**src/rtl/tl_lamp_driver.sv**
```systemverilog
// Lamp driver for the traffic-light controller: decodes the active-road aspect
// into registered lamp drives, checks the G->Y->R->G protocol, and flashes red on fault.
module tl_lamp_driver #(
  parameter logic [15:0] Y_MIN      = 16'd0,
  parameter logic [15:0] FLASH_HALF = 16'd5
) (
  input  logic        clk,
  input  logic        arstN,
  input  logic [2:0]  tl_signal,
  input  logic [1:0]  index,
  input  logic        fault_clr,
  output logic [11:0] lamp,
  output logic        fault,
  output logic [2:0]  fault_code,
  output logic [1:0]  dbg_state
);

  localparam logic [15:0] HALF_EFF = (FLASH_HALF < 16'd2) ? 16'd1 : FLASH_HALF;
  localparam logic [11:0] ALL_RED  = 12'h924;
  localparam logic [2:0]  SIG_G    = 3'b001;
  localparam logic [2:0]  SIG_Y    = 3'b010;
  localparam logic [2:0]  SIG_R    = 3'b100;

  typedef enum logic [1:0] {
    S_IDLE  = 2'd0,
    S_RUN   = 2'd1,
    S_FAULT = 2'd2
  } state_e;

  state_e      state_q, state_d;
  logic [2:0]  prev_sig_q, prev_sig_d;
  logic [1:0]  prev_idx_q, prev_idx_d;
  logic [15:0] dwell_q, dwell_d;
  logic [11:0] lamp_q, lamp_d;
  logic        fault_q, fault_d;
  logic [2:0]  fault_code_q, fault_code_d;
  logic [15:0] flash_cnt_q, flash_cnt_d;
  logic        flash_on_q, flash_on_d;

  logic        is_onehot;
  logic        r_to_g;
  logic [2:0]  viol_code;
  logic [11:0] run_lamp;

  always_comb begin
    is_onehot = (tl_signal == SIG_G) || (tl_signal == SIG_Y) || (tl_signal == SIG_R);
    r_to_g    = (prev_sig_q == SIG_R) && (tl_signal == SIG_G);
    // Ordered so the lowest-numbered violation wins when several fire together.
    viol_code = 3'd0;
    if (!is_onehot && (tl_signal != 3'b000)) begin
      viol_code = 3'd1;
    end else if (((prev_sig_q == SIG_G) && (tl_signal == SIG_R)) ||
                 ((prev_sig_q == SIG_Y) && (tl_signal == SIG_G)) ||
                 ((prev_sig_q == SIG_R) && (tl_signal == SIG_Y))) begin
      viol_code = 3'd2;
    end else if ((index != prev_idx_q) && !r_to_g) begin
      viol_code = 3'd3;
    end else if ((prev_sig_q == SIG_Y) && (tl_signal == SIG_R) && (dwell_q < Y_MIN)) begin
      viol_code = 3'd4;
    end else if (tl_signal == 3'b000) begin
      viol_code = 3'd5;
    end
  end

  always_comb begin
    run_lamp = ALL_RED;
    for (int r = 0; r < 4; r++) begin
      if (index == r[1:0]) run_lamp[3*r +: 3] = tl_signal;
    end
  end

  // History registers track the raw input stream in every state.
  always_comb begin
    prev_sig_d = tl_signal;
    prev_idx_d = index;
    if (tl_signal != prev_sig_q) begin
      dwell_d = 16'd1;
    end else if (dwell_q != 16'hFFFF) begin
      dwell_d = dwell_q + 16'd1;
    end else begin
      dwell_d = dwell_q;
    end
  end

  always_comb begin
    state_d      = state_q;
    lamp_d       = lamp_q;
    fault_d      = fault_q;
    fault_code_d = fault_code_q;
    flash_cnt_d  = flash_cnt_q;
    flash_on_d   = flash_on_q;
    case (state_q)
      S_IDLE: begin
        lamp_d = ALL_RED;
        if (tl_signal == SIG_G) begin
          state_d = S_RUN;
          lamp_d  = run_lamp;
        end
      end
      S_RUN: begin
        if (viol_code != 3'd0) begin
          state_d      = S_FAULT;
          fault_d      = 1'b1;
          fault_code_d = viol_code;
          flash_cnt_d  = 16'd0;
          flash_on_d   = 1'b1;
          lamp_d       = ALL_RED;
        end else begin
          lamp_d = run_lamp;
        end
      end
      S_FAULT: begin
        if (fault_clr) begin
          state_d      = S_IDLE;
          fault_d      = 1'b0;
          fault_code_d = 3'd0;
          flash_cnt_d  = 16'd0;
          flash_on_d   = 1'b0;
          lamp_d       = ALL_RED;
        end else begin
          if (flash_cnt_q == HALF_EFF - 16'd1) begin
            flash_cnt_d = 16'd0;
            flash_on_d  = !flash_on_q;
          end else begin
            flash_cnt_d = flash_cnt_q + 16'd1;
          end
          lamp_d = flash_on_d ? ALL_RED : 12'h000;
        end
      end
      default: begin
        state_d = S_IDLE;
        lamp_d  = ALL_RED;
      end
    endcase
  end

  always_ff @(posedge clk or negedge arstN) begin
    if (!arstN) begin
      state_q      <= S_IDLE;
      prev_sig_q   <= 3'b000;
      prev_idx_q   <= 2'd0;
      dwell_q      <= 16'd0;
      lamp_q       <= ALL_RED;
      fault_q      <= 1'b0;
      fault_code_q <= 3'd0;
      flash_cnt_q  <= 16'd0;
      flash_on_q   <= 1'b0;
    end else begin
      state_q      <= state_d;
      prev_sig_q   <= prev_sig_d;
      prev_idx_q   <= prev_idx_d;
      dwell_q      <= dwell_d;
      lamp_q       <= lamp_d;
      fault_q      <= fault_d;
      fault_code_q <= fault_code_d;
      flash_cnt_q  <= flash_cnt_d;
      flash_on_q   <= flash_on_d;
    end
  end

  assign lamp       = lamp_q;
  assign fault      = fault_q;
  assign fault_code = fault_code_q;
  assign dbg_state  = state_q;

endmodule

```
**config.mk**
```make
export PLATFORM = sky130hd
export DESIGN_NAME = tl_lamp_driver
export DESIGN_NICKNAME = d
export VERILOG_FILES = /design/src/rtl/tl_lamp_driver.sv
export SDC_FILE = /design/constraint.sdc
export NUM_CORES = 1
export LEC_CHECK = 0
export CAP_MARGIN = 0
export CORE_UTILIZATION = 35
export CTS_BUF_LIST = sky130_fd_sc_hd__clkbuf_16
export CTS_CLUSTER_DIAMETER = 30
export DETAILED_ROUTE_END_ITERATION = 12
export DONT_BUFFER_PORTS = 1
export GPL_TIMING_DRIVEN = 0
export SLEW_MARGIN = 20
export SYNTH_ARGS = -nofsm -noshare
export SYNTH_HDL_FRONTEND = slang
export SYNTH_SLANG_ARGS = --single-unit
```
**constraint.sdc**
```tcl
create_clock -name clk -period 2.6 [get_ports clk]
set_clock_uncertainty 0.15 [all_clocks]
set_input_delay 0.65 -clock clk [delete_from_list [all_inputs] [get_ports clk]]
set_output_delay 0.65 -clock clk [all_outputs]
set_load 0.02 [all_outputs]
```
==> results of run 1 <==
-- logic make-up (layout without fill, tap and decap cells) --
family,after synthesis,in the layout,share of synthesized area
AO/OA/AOI/OAI,65,65,0.208
AND/OR/NAND/NOR,85,85,0.235
XOR/XNOR,4,4,0.0172
adder cells (fa/ha/maj),2,2,0.0123
buffers and inverters,14,23,0.0320
flip-flops,40,40,0.495
-- state kept, by name (all words and copies together) (netlist names) --
register,cells
fault_code,3
prev_sig_q,3
prev_idx_q,2
flash_on_q,1
dbg_state,2
fault,1
lamp,12
flash_cnt_q,16
-- routing by layer --
| metal | routed length (microns) | global-route usage | part of all wire |
|---|---|---|---|
| met2 | 2080 | 0.251 | 0.46 |
| met5 | 0 | 0 | 0 |
| met4 | 63 | 0.0556 | 0.014 |
| met3 | 193 | 0.0477 | 0.042 |
| met1 | 2220 | 0.235 | 0.49 |
-- cells in the final DEF (no fill, tap or decap), types with 2 or more instances in the layout --
cell type | netlist | final
nand4_1 | 4 | 4
nor2b_1 | 2 | 2
inv_1 | 6 | 6
nand2b_1 | 3 | 3
buf_2 | 4 | 4
nand3_1 | 6 | 6
clkbuf_16 | 0 | 5
nand4bb_1 | 2 | 2
o211ai_1 | 2 | 2
dfrtp_1 | 36 | 36
nor4bb_1 | 2 | 2
ha_1 | 2 | 2
nand2_1 | 18 | 18
xor2_1 | 3 | 3
and4_1 | 3 | 3
o31ai_1 | 3 | 3
nor3_1 | 5 | 5
clkbuf_1 | 3 | 3
a21o_1 | 6 | 6
o21ai_0 | 4 | 4
a31oi_1 | 7 | 7
and3_1 | 2 | 2
nor4b_1 | 2 | 2
a41oi_1 | 2 | 2
nor2_1 | 24 | 24
o21ai_1 | 24 | 24
o21a_1 | 4 | 4
a21oi_1 | 7 | 7
or4_1 | 4 | 4
dfstp_2 | 4 | 4
-- how the worst max path moves through the flow --
stage | startpoint | endpoint | slack (ns) | cells after the start
5_1_grt | dbg_state[1] | fault_code[2] | 0.07 | 5
2_1_floorplan | tl_signal[1] | fault_code[1] | 0.42 | 6
6_report | flash_cnt_q[8] | flash_cnt_q[12] | 0.25 | 6
3_5_place_dp | index[0] | fault_code[2] | 0.04 | 7
4_1_cts | flash_cnt_q[8] | flash_cnt_q[12] | 0.24 | 6
3_3_place_gp | index[0] | fault_code[2] | 0.05 | 7
-- where the power goes --
group | internal (mW) | total, mW | leakage, nW | switching, mW
logic | 0.0914 | 0.217 | 0.354 | 0.126
clock network | 0.451 | 0.700 | 0.0798 | 0.249
registers | 0.680 | 0.769 | 0.524 | 0.0891
-- cell type report --
type,count,share of cell area
clock inverters,3,0.0184
repair buffers,1,0.00867
clock buffers,5,0.0542
multi-input cells,156,0.416
inverters,6,0.00975
plain buffers,8,0.0184
well taps,72,0.0390
flip-flops and latches,40,0.436
-- what timing repair did --
| action | 4_1_cts | 5_1_grt |
|---|---|---|
| buffers inserted | 0 | 0 |
| hold endpoints to repair | 36 | 0 |
| resized for setup | 0 | 0 |
| hold buffers | 1 | 0 |
==> results.md, run 1 <==
* Syn avg cell area at 9.68 sq um
* Post-synthesis cell count at 210
* Initial DRT Pass Iterations at 5
* RSZ-0062 raised after global routing: false
* Area of the multi-input gates at 961 sq um
* Mapped Nets at 220
* PnR Total Power at 1.69 mW
* Root Buffer: clkbuf_16
* Tightest Hold Check Type: primary input to async pin
* # diodes at 0
* Largest net degree at the start of global routing at 37
* Count of input and output buffers at 0
* Crit path arrival time at 2.36 ns
* First-pass GRT wire length at 7890 microns
* Max Slew Vio Count at 0
* Clock sink count at 40
* Setup WS post-layout at 0.254 ns
* Worst EP required at 2.61 ns
* CTS tree: done
* Detailed Route WL at 4550 microns
* H-tree Lvls at 2
* Power density cells at 730 nW/um^2
* DR iter-0 viols at 99
* DIE HEIGHT at 78.2 microns
* Die width at 78.2 microns
* CTS max path bufs at 2
* Reg-to-reg critical path startpoint: flash_cnt_q[8]
* Crit path max fanout at 10
* Total negative slack at 0 ns
* Vias in the first global route at 1540
* Worst-Skew Late Latency at 0.28 ns
* Nets@finish at 228
* Vias per std cell at 5.52
* Crit-path slowest cell: or4_1
* Syn Std Cell Area at 2030 sq um
* Detail Placement HPWL at 3130 microns
* Register area at 1010 sq um
* P_leak at 0.958 nW
* Top cells by count, synth: dfrtp_1, nor2_1, o21ai_1
* Vias at 1607
* Number of synthesized flops with an enable pin at 0
* Worst-Margin Slew at 0.650 ns
* Buffer and inverter count on the worst path at 1
* Top-level I/O count at 26
* Post-route ant nets at 0
* Worst path cell trace: or4_1 > o41ai_4 > buf_6 > nor2_1 > o21ai_1 > o21ai_1
* Routed length per instance at 15.6 microns
* Final worst-path cycle share at 0.902
* Fillers at 583
* Layout Utilization at 0.417
* Register-to-Register Setup Slack at 0.25 ns
* Routability congestion estimate at 0.853
* Starting Density at 0.367
* Initial antenna violation count at 0
* Most common cell in the netlist: dfrtp_1
* Pre-CTS setup slack at 0.0371 ns
* Core Area at 5540 sq um
* Row count at 27
* WHS at 0.0537 ns
* Synthesis-stage register bit count at 40
* Final count of negative-setup-slack endpoints at 0
* Share of cells above drive strength 1 at 0.105
* Most common cell on crit path: o21ai_1
* Part of the Yosys area used for sequential elements at 0.495
* Fin crit period at 2.35 ns
* Yosys warnings at 0
* Netlist cell types at 45
* Post-route DRC at 0
* Top post-synthesis cells by area: dfrtp_1, o21ai_1, dfstp_2
* Post-Layout Inst Area at 2310 sq um
* Slowest stage delay, CP at 0.66 ns
* Post-synth ARST share at 1.00
* Fmax at 426 MHz
* Clock transition at path regs at 0.06 ns
* Placed cell area at 2120 sq um
* Peak ir drop on the vdd network at 0.000340 V
* DP Cell Count at 282
* Max Cap Viol at 0
* Worst setup EP type: flip-flop
* CTS Buf Count at 5
* CP delay by family, top: simple AND/OR/NAND/NOR gates
* Run status: complete, no violations
* Total Die Area at 6110 sq um
* Final Non-Filler Cells at 291
* Main synth FF type: dfrtp_1
* Post-synth top area share at 0.443
* Critical path class: flip-flop to flip-flop
* Worst reg2reg endpoint: flash_cnt_q[12]
* Worst setup SP type: flip-flop
* Grt total ovfl at 0
* Cells on worst reg2reg path at 6
* Total track usage at 0.169
* Synth-to-layout area growth at 13.7%
* Relative slew slack at 0.563
* Final count of hold timing violations at 0
* Leading area contributor after synthesis: dfrtp_1
(Power assumes the default switching activity.)
==> inputs of run 2 (changes only) <==
--- a/config.mk
+++ b/config.mk
@@ -5,7 +5,7 @@
 export SDC_FILE = /design/constraint.sdc
 export NUM_CORES = 1
 export LEC_CHECK = 0
-export CAP_MARGIN = 0
+export CAP_MARGIN = 20
 export CORE_UTILIZATION = 35
 export CTS_BUF_LIST = sky130_fd_sc_hd__clkbuf_16
 export CTS_CLUSTER_DIAMETER = 30
==> results of run 2 <==
Final layout, timing and power as in run 1 (identical DEF).
==> inputs of run 3 (changes only) <==
--- a/config.mk
+++ b/config.mk
@@ -9,6 +9,7 @@
 export CORE_UTILIZATION = 35
 export CTS_BUF_LIST = sky130_fd_sc_hd__clkbuf_16
 export CTS_CLUSTER_DIAMETER = 30
+export CTS_CLUSTER_SIZE = 14
 export DETAILED_ROUTE_END_ITERATION = 12
 export DONT_BUFFER_PORTS = 1
 export GPL_TIMING_DRIVEN = 0
==> results of run 3 <==
Final layout, timing and power as in run 1 (identical DEF).
